$ cat src/rtl/gear_selector_fsm_if.sv
// ---------------------------------------------------------------------------
// gear_selector_fsm_if
// Groups the operator-side request buttons, the brake/speed interlock levels
// and the selector outputs of gear_selector_fsm into one bundle.
//   master : drives P/N/R/D/DN/brake/zero_speed, observes the selector outputs
//   slave  : the selector itself
// Signals:
//   P, N, R, D, DN      request buttons (levels, synchronous to clk)
//   brake, zero_speed   interlock levels
//   gear_d              one-hot drive gear (bit k-1 = gear k), 0 outside Drive
//   P1, N1, R1          one-hot mode indicators
//   M1, M0              mode code 00 Park, 01 Neutral, 10 Reverse, 11 Drive
//   gear_num            binary drive gear, 0 outside Drive
//   reject              one-cycle pulse for a refused request
// ---------------------------------------------------------------------------
interface gear_selector_fsm_if #(
    parameter int NUM_GEARS = 4
);
    localparam int GW = $clog2(NUM_GEARS + 1);

    logic                 P;
    logic                 N;
    logic                 R;
    logic                 D;
    logic                 DN;
    logic                 brake;
    logic                 zero_speed;
    logic [NUM_GEARS-1:0] gear_d;
    logic                 P1;
    logic                 N1;
    logic                 R1;
    logic                 M1;
    logic                 M0;
    logic [GW-1:0]        gear_num;
    logic                 reject;

    modport master (
        output P, N, R, D, DN, brake, zero_speed,
        input  gear_d, P1, N1, R1, M1, M0, gear_num, reject
    );

    modport slave (
        input  P, N, R, D, DN, brake, zero_speed,
        output gear_d, P1, N1, R1, M1, M0, gear_num, reject
    );
endinterface

$ cat src/rtl/gear_selector_fsm.sv
// ---------------------------------------------------------------------------
// gear_selector_fsm
// PRND gear selector with NUM_GEARS drive gears (2..8), optional upshift
// wrap-around and brake / zero-speed interlocks. Button rising edges are
// requests; every output is a flop loaded from the decoded next state.
// Ports:
//   clk    system clock, rising edge
//   reset  asynchronous active-high reset, forces PARK
//   bus    gear_selector_fsm_if slave modport (buttons in, selector out)
// Parameters:
//   NUM_GEARS  number of drive gears, must match the interface instance
//   WRAP       0: upshift at top gear is rejected; 1: wraps to gear 1
// ---------------------------------------------------------------------------
module gear_selector_fsm #(
    parameter int NUM_GEARS = 4,
    parameter int WRAP      = 0
) (
    input  logic                      clk,
    input  logic                      reset,
    gear_selector_fsm_if.slave        bus
);
    localparam int GW = $clog2(NUM_GEARS + 1);

    // Encoding equals the external M1/M0 code.
    typedef enum logic [1:0] {
        MODE_PARK    = 2'b00,
        MODE_NEUTRAL = 2'b01,
        MODE_REVERSE = 2'b10,
        MODE_DRIVE   = 2'b11
    } mode_t;

    mode_t                mode_q, mode_d;
    logic [GW-1:0]        gsel_q, gsel_d;      // drive gear 1..N, 0 outside Drive
    logic [4:0]           prev_q;              // {P,N,R,D,DN} of the last cycle
    logic [NUM_GEARS-1:0] gear_oh_q, gear_oh_d;
    logic                 p1_q, n1_q, r1_q;
    logic                 reject_q, reject_d;

    logic [4:0] btn;
    logic [4:0] req;
    logic       multi_req;
    logic       req_p, req_n, req_r, req_d, req_dn;

    assign btn       = {bus.P, bus.N, bus.R, bus.D, bus.DN};
    assign req       = btn & ~prev_q;
    // More than one bit set: clearing the lowest set bit leaves something.
    assign multi_req = (req & (req - 5'd1)) != 5'd0;
    assign {req_p, req_n, req_r, req_d, req_dn} = req;

    always_comb begin
        mode_d   = mode_q;
        gsel_d   = gsel_q;
        reject_d = 1'b0;
        if (multi_req) begin
            reject_d = 1'b1;
        end else begin
            case (mode_q)
                MODE_PARK: begin
                    if (req_n) begin
                        if (bus.brake) mode_d = MODE_NEUTRAL;
                        else           reject_d = 1'b1;
                    end else if (req_d) begin
                        if (bus.brake) begin
                            mode_d = MODE_DRIVE;
                            gsel_d = GW'(1);
                        end else begin
                            reject_d = 1'b1;
                        end
                    end else if (req_r) begin
                        if (bus.brake && bus.zero_speed) mode_d = MODE_REVERSE;
                        else                             reject_d = 1'b1;
                    end else if (req_dn) begin
                        reject_d = 1'b1;
                    end
                end
                MODE_NEUTRAL: begin
                    if (req_d) begin
                        mode_d = MODE_DRIVE;
                        gsel_d = GW'(1);
                    end else if (req_r) begin
                        if (bus.zero_speed) mode_d = MODE_REVERSE;
                        else                reject_d = 1'b1;
                    end else if (req_p) begin
                        if (bus.zero_speed) mode_d = MODE_PARK;
                        else                reject_d = 1'b1;
                    end else if (req_dn) begin
                        reject_d = 1'b1;
                    end
                end
                MODE_REVERSE: begin
                    if (req_n) begin
                        mode_d = MODE_NEUTRAL;
                    end else if (req_p) begin
                        if (bus.zero_speed) mode_d = MODE_PARK;
                        else                reject_d = 1'b1;
                    end else if (req_d) begin
                        if (bus.zero_speed) begin
                            mode_d = MODE_DRIVE;
                            gsel_d = GW'(1);
                        end else begin
                            reject_d = 1'b1;
                        end
                    end else if (req_dn) begin
                        reject_d = 1'b1;
                    end
                end
                default: begin // MODE_DRIVE
                    if (req_d) begin
                        if (gsel_q < GW'(NUM_GEARS)) gsel_d = gsel_q + GW'(1);
                        else if (WRAP != 0)          gsel_d = GW'(1);
                        else                         reject_d = 1'b1;
                    end else if (req_dn) begin
                        if (gsel_q > GW'(1)) gsel_d = gsel_q - GW'(1);
                        else                 reject_d = 1'b1;
                    end else if (req_n) begin
                        mode_d = MODE_NEUTRAL;
                        gsel_d = '0;
                    end else if (req_p || req_r) begin
                        if (bus.zero_speed) begin
                            mode_d = req_p ? MODE_PARK : MODE_REVERSE;
                            gsel_d = '0;
                        end else begin
                            reject_d = 1'b1;
                        end
                    end
                end
            endcase
        end
    end

    // One-hot gear decode of the next state; gsel_d is 0 outside Drive.
    generate
        for (genvar gi = 0; gi < NUM_GEARS; gi++) begin : g_onehot
            assign gear_oh_d[gi] = (gsel_d == GW'(gi + 1));
        end
    endgenerate

    // Previous-value flops reset high so a button held through reset
    // does not look like a fresh press when reset is released.
    always_ff @(posedge clk or posedge reset) begin
        if (reset) begin
            mode_q    <= MODE_PARK;
            gsel_q    <= '0;
            prev_q    <= '1;
            gear_oh_q <= '0;
            p1_q      <= 1'b1;
            n1_q      <= 1'b0;
            r1_q      <= 1'b0;
            reject_q  <= 1'b0;
        end else begin
            mode_q    <= mode_d;
            gsel_q    <= gsel_d;
            prev_q    <= btn;
            gear_oh_q <= gear_oh_d;
            p1_q      <= (mode_d == MODE_PARK);
            n1_q      <= (mode_d == MODE_NEUTRAL);
            r1_q      <= (mode_d == MODE_REVERSE);
            reject_q  <= reject_d;
        end
    end

    assign bus.gear_d   = gear_oh_q;
    assign bus.P1       = p1_q;
    assign bus.N1       = n1_q;
    assign bus.R1       = r1_q;
    assign bus.M1       = mode_q[1];
    assign bus.M0       = mode_q[0];
    assign bus.gear_num = gsel_q;
    assign bus.reject   = reject_q;
endmodule
$ cat src/flat_wrapper.sv
// flat-port wrapper written by rule: the top's interface ports become plain ports
module gear_selector_fsm_flat 
#(
    parameter int NUM_GEARS = 4,
    parameter int WRAP      = 0
)
  (clk, reset, bus_P, bus_N, bus_R, bus_D, bus_DN, bus_brake, bus_zero_speed, bus_gear_d, bus_P1, bus_N1, bus_R1, bus_M1, bus_M0, bus_gear_num, bus_reject);
  gear_selector_fsm_if #(.NUM_GEARS(NUM_GEARS)) bus_i ();
  input  logic clk;
  input  logic reset;
  input wire logic [$bits(bus_i.P)-1:0] bus_P;
  input wire logic [$bits(bus_i.N)-1:0] bus_N;
  input wire logic [$bits(bus_i.R)-1:0] bus_R;
  input wire logic [$bits(bus_i.D)-1:0] bus_D;
  input wire logic [$bits(bus_i.DN)-1:0] bus_DN;
  input wire logic [$bits(bus_i.brake)-1:0] bus_brake;
  input wire logic [$bits(bus_i.zero_speed)-1:0] bus_zero_speed;
  output wire logic [$bits(bus_i.gear_d)-1:0] bus_gear_d;
  output wire logic [$bits(bus_i.P1)-1:0] bus_P1;
  output wire logic [$bits(bus_i.N1)-1:0] bus_N1;
  output wire logic [$bits(bus_i.R1)-1:0] bus_R1;
  output wire logic [$bits(bus_i.M1)-1:0] bus_M1;
  output wire logic [$bits(bus_i.M0)-1:0] bus_M0;
  output wire logic [$bits(bus_i.gear_num)-1:0] bus_gear_num;
  output wire logic [$bits(bus_i.reject)-1:0] bus_reject;
  assign bus_i.P = bus_P;
  assign bus_i.N = bus_N;
  assign bus_i.R = bus_R;
  assign bus_i.D = bus_D;
  assign bus_i.DN = bus_DN;
  assign bus_i.brake = bus_brake;
  assign bus_i.zero_speed = bus_zero_speed;
  assign bus_gear_d = bus_i.gear_d;
  assign bus_P1 = bus_i.P1;
  assign bus_N1 = bus_i.N1;
  assign bus_R1 = bus_i.R1;
  assign bus_M1 = bus_i.M1;
  assign bus_M0 = bus_i.M0;
  assign bus_gear_num = bus_i.gear_num;
  assign bus_reject = bus_i.reject;
  gear_selector_fsm #(.NUM_GEARS(NUM_GEARS), .WRAP(WRAP)) u_core (.clk(clk), .reset(reset), .bus(bus_i));
endmodule
$ cat config.mk
export PLATFORM = sky130hd
export DESIGN_NAME = gear_selector_fsm_flat
export DESIGN_NICKNAME = d
export VERILOG_FILES = /design/src/rtl/gear_selector_fsm_if.sv /design/src/rtl/gear_selector_fsm.sv /design/src/flat_wrapper.sv
export SDC_FILE = /design/constraint.sdc
export NUM_CORES = 1
export LEC_CHECK = 0
export CORE_UTILIZATION = 40
export DETAILED_ROUTE_END_ITERATION = 16
export GPL_ROUTABILITY_DRIVEN = 1
export PLACE_DENSITY = 0.64
export SLEW_MARGIN = 20
export SYNTH_ARGS = -nofsm -noshare
export SYNTH_HDL_FRONTEND = slang
export SYNTH_SLANG_ARGS = --single-unit
$ cat constraint.sdc
create_clock -name clk -period 4.3 [get_ports clk]
set_input_delay 0.43 -clock clk [delete_from_list [all_inputs] [get_ports clk]]
set_output_delay 0.43 -clock clk [all_outputs]
set_load 0.005 [all_outputs]
==> results of run 1 <==
-- power by group through the flow --
stage | registers, W | logic, W | clock network [W]
finish | 0.000278 | 0.000361 | 0.0000912
global route | 0.000289 | 0.000402 | 0.000102
CTS | 0.000279 | 0.000362 | 0.0000948
detailed placement | 0.000282 | 0.000360 | 0
global placement | 0.000284 | 0.000356 | 0
floorplan | 0.000266 | 0.000248 | 0
-- registers in the layout (all words and copies together) (netlist names) --
signal	cells
u_core.bus.N1	1
u_core.bus.P1	1
u_core.bus.R1	1
u_core.bus.gear_d	4
u_core.bus.gear_num	3
u_core.bus.reject	1
u_core.mode_q	2
u_core.prev_q	5
-- worst max-delay path, stage by stage --
cell,delay (ns)
clkdlybuf4s50_1,0.49
nor2b_1,0.57
a2111oi_2,0.17
nor3_2,0.44
nor2_2,0.13
o2bb2ai_2,0.27
and3b_1,0.23
-- metal layers --
metal	vias to the layer above	track usage	share of wire
li1	467	-	-
met4	0	0.0627	0.014
met2	37	0.291	0.47
met1	463	0.261	0.46
met3	4	0.0507	0.060
met5	-	0	0
-- logic make-up after synthesis --
| group | count (synthesis) | synth area share |
|---|---|---|
| buf+inv | 11 | 0.0714 |
| flops | 18 | 0.384 |
| simple gates | 47 | 0.249 |
| fa+ha+maj | 4 | 0.0389 |
| compound gates | 35 | 0.256 |
-- worst max-delay path by stage --
stage	endpoint	from
3_3_place_gp	u_core.bus.gear_d[2]	bus_N
3_5_place_dp	u_core.bus.gear_d[2]	bus_N
4_1_cts	u_core.bus.gear_d[2]	bus_N
5_1_grt	u_core.bus.gear_d[2]	bus_N
6_report	u_core.bus.gear_d[2]	bus_N
2_1_floorplan	u_core.bus.gear_d[2]	u_core.prev_q[1]
-- layout make-up --
cell class,count,share of cell area
clock buffers,4,0.0188
inverters,5,0.0134
multi-input cells,86,0.463
flip-flops and latches,18,0.327
well taps,31,0.0277
repair buffers,21,0.150
-- per-stage QoR --
stage / hold slack (ns) / instances / area (sq um) / util / setup WS, ns
after floorplan: 0.364 / 115 / 1190 / - / 2.39
after global placement: 0.723 / 161 / 1370 / 0.494 / 1.61
after detailed placement: 0.738 / 161 / 1370 / 0.494 / 1.47
after CTS: 0.566 / 165 / 1400 / 0.503 / 1.79
after global routing: 0.561 / 165 / 1400 / 0.503 / 1.59
final: 0.546 / 165 / 1400 / 0.503 / 1.75
-- placed cells by master, fill, tap and decap left out, types with 2 or more instances in the layout --
cell type / instances
inv_1: 5
clkbuf_4: 3
nor3b_2: 3
or2b_2: 2
dfrtp_1: 12
nand2_1: 12
a2111oi_2: 2
and3_1: 2
a311oi_1: 3
nor2b_1: 2
a31oi_1: 2
clkdlybuf4s50_1: 21
and2b_4: 2
and2b_1: 2
o22ai_1: 2
nand3_1: 2
ha_1: 2
a21oi_1: 4
nand2b_1: 3
nor2_1: 7
dfstp_2: 6
o21ai_0: 5
nor3_1: 2
==> results.cfg, run 1 <==
[outcome]
status = finished clean

[global_routing]
grt_max_degree = 19
grt_overflow = 0
grtUsageTotal = 0.190
antenna_found_initial = 0
grt_pass1_vias = 956
grt_pass1_wl_um = 4670

[clocking]
clkSlewWorstSetupHoldPaths_ns = 0.11
post_cts_buffers = 0
post_cts_resized = 0
htreeDepth = 1
clk_latency_ns = 0.30
cts_hold_buf = 0
numCtsBuffers = 3
cts_max_path_buffers = 2
cts.sinks = 18
cts_root_buffer = clkbuf_4
tritoncts = built

[cells_and_area]
fillers = 266
area_growth_pct = 17.5
num_antenna_cells = 0
drive_gt1_frac = 0.224
finish.net_count = 146
multiInputGateArea_sq_um = 648
seq_area_sq_um = 458

[floorplan]
rows = 19
start_util = 0.428
core_area_sq_um = 2780
ioPinCount = 22
die_area_sq_um = 3200
dieHeight_um = 56.6
die_w_um = 56.6

[critical_path]
rrSetupSlack_ns = 2.04
r2r_cells = 6
cp.required_ns = 4.49
worst_ep_arrival_time_ns = 2.74
path_class = in2reg
timing.rr.end = u_core.bus.gear_d[2]
reg2reg_from = u_core.prev_q[3]
cp-start-kind = input port
worstPathMaxFanout = 8
end_kind = flop

[synthesis]
synth_seq_cells = 18
synth_area_leader_cell = dfrtp_1
synth-seq-area-share = 0.384
synth_top_area_frac = 0.252
avgSynthCellArea_sq_um = 10.4
synth.top_cells.by_count = dfrtp_1 (12), nand2_1 (12), nor2_1 (7), dfstp_2 (6)
synth_ff_type = dfrtp_1
synth_edf_count = 0
async_reset_ff_frac = 1.00
ys.warnings.count = 0
syn-num-nets = 126
yosysUniqueCellTypes = 52
synth_area_leaders = dfrtp_1 (25%), dfstp_2 (13%), nand2_1 (3.8%)
syn_inst = 115
syn_area_sq_um = 1190

[timing]
hold_viol = 0
tightest_slew_ns = 0.726
finalMaxSlewViolations = 0
post-route-period-util = 0.592
fin_worst_skew_ns = 0.00306
rsz0062_at_grt = false
setup_viol = 0
layout_min_cycle_time_ns = 2.55
tns_ns = 0
fmax_mhz = 393
max_slew_margin = 0.515

[power_and_ir_drop]
power_density_nw_per_um2 = 522
ir_drop_v = 0.000318
swShare = 0.377
seqPwrFrac = 0.381
p_int_w = 0.000455
p_leak_nw = 0.549
comb_power_share = 0.495
switchingPower_w = 0.000275
power.share.clock = 0.125
fin_total_pwr_w = 0.000730

[route]
viasPerCell = 5.88
first_pass_iters = 4
drt_iter0_markers = 43
drcViolationCount = 0
finalWirelength_um = 2710
vias = 971
wl_per_cell_um = 16.4
ant_nets = 0

[placed_design]
port_buffers = 21
place.gp.congestion = 0.891
hpwl_um = 1920

[job]
cap_violations = 0

[worst_hold_path]
min_path_type = in2async
No activity file was read; power rests on OpenSTA's default activity.
==> run 2, diff against run 1 <==
==> constraint.sdc (replaced) <==
create_clock -name clk -period 2.4 [get_ports clk]
set_input_delay 0.24 -clock clk [delete_from_list [all_inputs] [get_ports clk]]
set_output_delay 0.24 -clock clk [all_outputs]
set_load 0.005 [all_outputs]
==> run 2 against run 1 <==
  * First-iteration DRC count shrank 37%
  * Non-clock buffer count grew 3
  * Die area is the same
  * Flip-flop and latch count unchanged
  * Design area up 2.3%
  * Via count up 3.2%
  * Cell count up 1.8%
  * Clock power rose by 110%
  * Global-route usage is 1.8 points lower
  * Clock skew rose by 0.011 ns
  * Routed wire length decreased by 5.5%
  * Combinational power increased by 81%
  * Largest power group unchanged
==> results.cfg, run 2 (synthesis gave the netlist of run 1 again) <==
[route]
first_pass_iters = 4
wl_per_cell_um = 15.3
finalWirelength_um = 2560
drt_iter0_markers = 27
ant_nets = 0
drcViolationCount = 0
vias = 1002
viasPerCell = 5.96

[cells_and_area]
mostFrequentLayoutCell = clkdlybuf4s50_1
layout_common_cells = clkdlybuf4s50_1 (21), nand2_1 (12), dfrtp_1 (12)
largest_register = u_core.prev_q
seq_area_sq_um = 458
largest_reg_flops = 5
num_antenna_cells = 0
fillers = 260
multiInputGateArea_sq_um = 648
area_growth_pct = 20.3
drive_gt1_frac = 0.248
finish.net_count = 149

[clocking]
cts_hold_buf = 0
htreeDepth = 1
cts_max_path_buffers = 2
tritoncts = built
cts_root_buffer = clkbuf_4
post_cts_buffers = 0
clkSlewWorstSetupHoldPaths_ns = 0.12
numCtsBuffers = 3
post_cts_resized = 0
cts.sinks = 18
clk_latency_ns = 0.30

[critical_path]
r2r_cells = 6
cp-start-kind = flop
worstPathMaxFanout = 7
path_delay_family = compound AO/OA/AOI/OAI gates
timing.rr.end = u_core.bus.gear_d[0]
end_kind = flop
path_class = reg2reg
path_cells = and2b_4, o21ai_0, nand2_1, a311oi_1, o22a_2, nor3b_2
slowest_stage = dfstp_2
worst_ep_arrival_time_ns = 2.34
max_stage_delay_ns = 0.55
reg2reg_from = u_core.prev_q[4]
crit_buf_inv = 0
cp.required_ns = 2.62
rrSetupSlack_ns = 0.28

[power_and_ir_drop]
ir_drop_v = 0.000572
p_leak_nw = 0.569
power_density_nw_per_um2 = 938

[floorplan]
die_w_um = 56.6
ioPinCount = 22
core_area_sq_um = 2780
rows = 19
start_util = 0.428
die_area_sq_um = 3200
dieHeight_um = 56.6

[placed_design]
hpwl_um = 1830
port_buffers = 21
place.gp.congestion = 0.919

[global_routing]
grt_pass1_wl_um = 4310
grt_overflow = 0
grtUsageTotal = 0.172
grt_max_degree = 19
antenna_found_initial = 0
grt_pass1_vias = 957

[job]
cap_violations = 0

[timing]
finalMaxSlewViolations = 0
tightest_slew_ns = 0.711
fin_hold_ws_ns = 0.349
setup_viol = 0
max_slew_margin = 0.525
fmax_mhz = 471
rsz0062_at_grt = false
post-route-period-util = 0.885
tns_ns = 0
fin_worst_skew_ns = 0.0141
hold_viol = 0
layout_min_cycle_time_ns = 2.12

[worst_hold_path]
min_path_type = in2async

[outcome]
status = finished clean
-- run 2: cell count changes in the layout (fill, tap and decap cells not counted), sizes merged --
cell	delta
buf	+3
-- run 2: area by class of cell --
cell class	count	area share
well taps	31	0.0271
inverters	5	0.0131
clock buffers	4	0.0253
repair buffers	24	0.162
multi-input cells	86	0.452
flip-flops and latches	18	0.320
-- run 2: worst max path at each step --
stage                           from                    to  slack [ns]  cells after the start
global route        u_core.prev_q[1]  u_core.bus.gear_d[1]        0.23                      6
detailed placement             bus_R  u_core.bus.gear_d[2]        0.18                      6
finish              u_core.prev_q[4]  u_core.bus.gear_d[0]        0.28                      6
CTS                 u_core.prev_q[1]  u_core.bus.gear_d[1]        0.33                      6
floorplan           u_core.prev_q[1]  u_core.bus.gear_d[2]        0.49                      7
global placement               bus_R  u_core.bus.gear_d[2]        0.20                      6
-- run 2: metal layers --
metal | track usage | vias up | part of all wire
li1 | - | 474 | -
met1 | 0.236 | 477 | 0.45
met2 | 0.245 | 43 | 0.46
met3 | 0.0369 | 8 | 0.060
met4 | 0.105 | 0 | 0.027
met5 | 0 | - | 0
-- run 2: worst register-to-register path, stage by stage, from the launching register on --
cell,delay [ns]
dfstp_2,0.55
and2b_4,0.21
o21ai_0,0.40
nand2_1,0.14
a311oi_1,0.31
o22a_2,0.26
nor3b_2,0.17
-- run 2: report_power, final --
part,leakage [nW],switching [W],total (W),internal [W]
combinational,0.334,0.000297,0.000652,0.000354
sequential,0.214,0.0000999,0.000500,0.000400
clock,0.0210,0.0000993,0.000192,0.0000924
total,0.569,0.000497,0.00134,0.000847
-- run 2: stage by stage --
step	utilization	setup slack, ns	std cells	power [W]	cell area, sq um
CTS	0.515	0.334	168	0.00135	1430
global placement	0.502	0.197	164	0.00115	1400
finish	0.515	0.276	168	0.00134	1430
detailed placement	0.502	0.182	164	0.00115	1400
global route	0.515	0.230	168	0.00144	1430
floorplan	-	0.487	115	0.000921	1190
==> run 3, diff against run 2 <==
--- a/config.mk
+++ b/config.mk
@@ -5,6 +5,7 @@
 export SDC_FILE = /design/constraint.sdc
 export NUM_CORES = 1
 export LEC_CHECK = 0
+export CORE_ASPECT_RATIO = 1.4
 export CORE_UTILIZATION = 40
 export DETAILED_ROUTE_END_ITERATION = 16
 export GPL_ROUTABILITY_DRIVEN = 1
==> run 3 against run 2 <==
  * First-iteration DRC count increased by 22%
  * Cell count grew 4.2%
  * Via count down 2.0%
  * Sequential share of layout area shrank 0.74 points
  * Critical endpoint is now u_core.bus.gear_d[1]
  * Largest power group unchanged
==> results.cfg, run 3 (synthesis gave the netlist of run 1 again) <==
[critical_path]
critPathLaunch = u_core.prev_q[1]
reg2reg_from = u_core.prev_q[1]
rrSetupSlack_ns = 0.28
r2r_cells = 6
end_kind = flop
worst_ep_arrival_time_ns = 2.29
crit_end = u_core.bus.gear_d[1]
cp.required_ns = 2.57
timing.rr.end = u_core.bus.gear_d[1]
worstPathMaxFanout = 13
cp-start-kind = flop
path_class = reg2reg

[cells_and_area]
layout_common_cells = clkdlybuf4s50_1 (21), nand2_1 (12), dfrtp_1 (12)
design_area_sq_um = 1470
largest_register = u_core.prev_q
fillers = 272
mostFrequentLayoutCell = clkdlybuf4s50_1
finish.net_count = 150
largest_reg_flops = 5
area_growth_pct = 23.1
num_antenna_cells = 0
post-route-util = 0.515
drive_gt1_frac = 0.254

[placed_design]
dpl_cell_area_sq_um = 1410
port_buffers = 21
place.gp.congestion = 0.844
place_ws_ns = 0.121
hpwl_um = 2020

[power_and_ir_drop]
switchingPower_w = 0.000502
p_int_w = 0.000908
power_density_nw_per_um2 = 962
p_leak_nw = 0.582
ir_drop_v = 0.000566
swShare = 0.356
power.share.clock = 0.176
comb_power_share = 0.470
seqPwrFrac = 0.354

[timing]
post-route-period-util = 0.881
finalMaxSlewViolations = 0
setup_viol = 0
tightest_slew_ns = 0.687
fmax_mhz = 473
hold_viol = 0
rsz0062_at_grt = false
fin_ws_ns = 0.285
max_slew_margin = 0.541
tns_ns = 0
layout_min_cycle_time_ns = 2.12
fin_worst_skew_ns = 0.00606

[job]
cap_violations = 0

[route]
finalWirelength_um = 2680
drcViolationCount = 0
vias = 982
ant_nets = 0
met3_length_um = 125
viasPerCell = 5.61
wl_per_cell_um = 15.3
wl_met1_um = 1120
routed.top_layer = met4
first_pass_iters = 4
routed-wl-met2_um = 1400
drt_iter0_markers = 33

[global_routing]
grt_overflow = 0
grt_pass1_wl_um = 4370
grt_max_degree = 19
grt_pass1_vias = 984
grtUsageTotal = 0.190
antenna_found_initial = 0

[clocking]
htreeDepth = 1
cts.sinks = 18
cts_max_path_buffers = 2
clkSlewWorstSetupHoldPaths_ns = 0.07
cts_hold_buf = 0
cts_root_buffer = clkbuf_8
post_cts_resized = 0
clk_latency_ns = 0.25
numCtsBuffers = 3
post_cts_buffers = 0
tritoncts = built

[worst_hold_path]
min_path_type = in2async

[floorplan]
start_util = 0.418
core_area_sq_um = 2850
die_area_sq_um = 3200
dieHeight_um = 66.6
die_w_um = 48.1
ioPinCount = 22
rows = 23

[outcome]
status = finished clean
## run 3: changes by cell type in the layout (fill, tap and decap cells not counted)
cell,change
clkbuf_4,-3
clkbuf_8,+3
buf_4,+1
## run 3: stage by stage
step           power (W)  hold WS [ns]  instances
2_1_floorplan   0.000921         0.174        115
3_3_place_gp     0.00116         0.662        171
3_5_place_dp     0.00116         0.686        171
4_1_cts          0.00142         0.412        175
5_1_grt          0.00151         0.444        175
6_report         0.00141         0.386        175
## run 3: routing by layer
metal | GRT usage | vias up
li1 | - | 476
met1 | 0.238 | 471
met2 | 0.319 | 31
met3 | 0.0271 | 4
met4 | 0.0660 | 0
met5 | 0 | -
## run 3: worst min path at each step
stage                                 to  start  slack (ns)
detailed placement  u_core.bus.gear_d[1]  reset        0.69
global route            u_core.prev_q[4]  bus_P        0.44
finish                     u_core.bus.R1  reset        0.39
CTS                        u_core.bus.R1  reset        0.41
global placement    u_core.bus.gear_d[1]  reset        0.66
floorplan                  u_core.bus.N1  reset        0.17
## run 3: critical path: stages, from the launching register on
cell and delay (ns):
dfstp_2 0.53, and2b_4 0.24, maj3_2 0.32, o22ai_2 0.15
o211ai_2 0.17, o32ai_4 0.41, nor3b_2 0.22
## run 3: final cells by class
class	count	area, sq um	share of cell area
timing repair buffer	25	240	0.164
multi-input combinational	86	648	0.442
clock buffer	4	55.1	0.0375
tap	37	46.3	0.0316
sequential	18	458	0.312
inverter	5	18.8	0.0128
## run 3: power groups by stage
stage	clock [W]	sequential (W)	combinational [W]
3_3_place_gp	0	0.000506	0.000655
5_1_grt	0.000267	0.000510	0.000733
2_1_floorplan	0	0.000477	0.000444
4_1_cts	0.000257	0.000499	0.000669
6_report	0.000249	0.000499	0.000662
3_5_place_dp	0	0.000502	0.000662
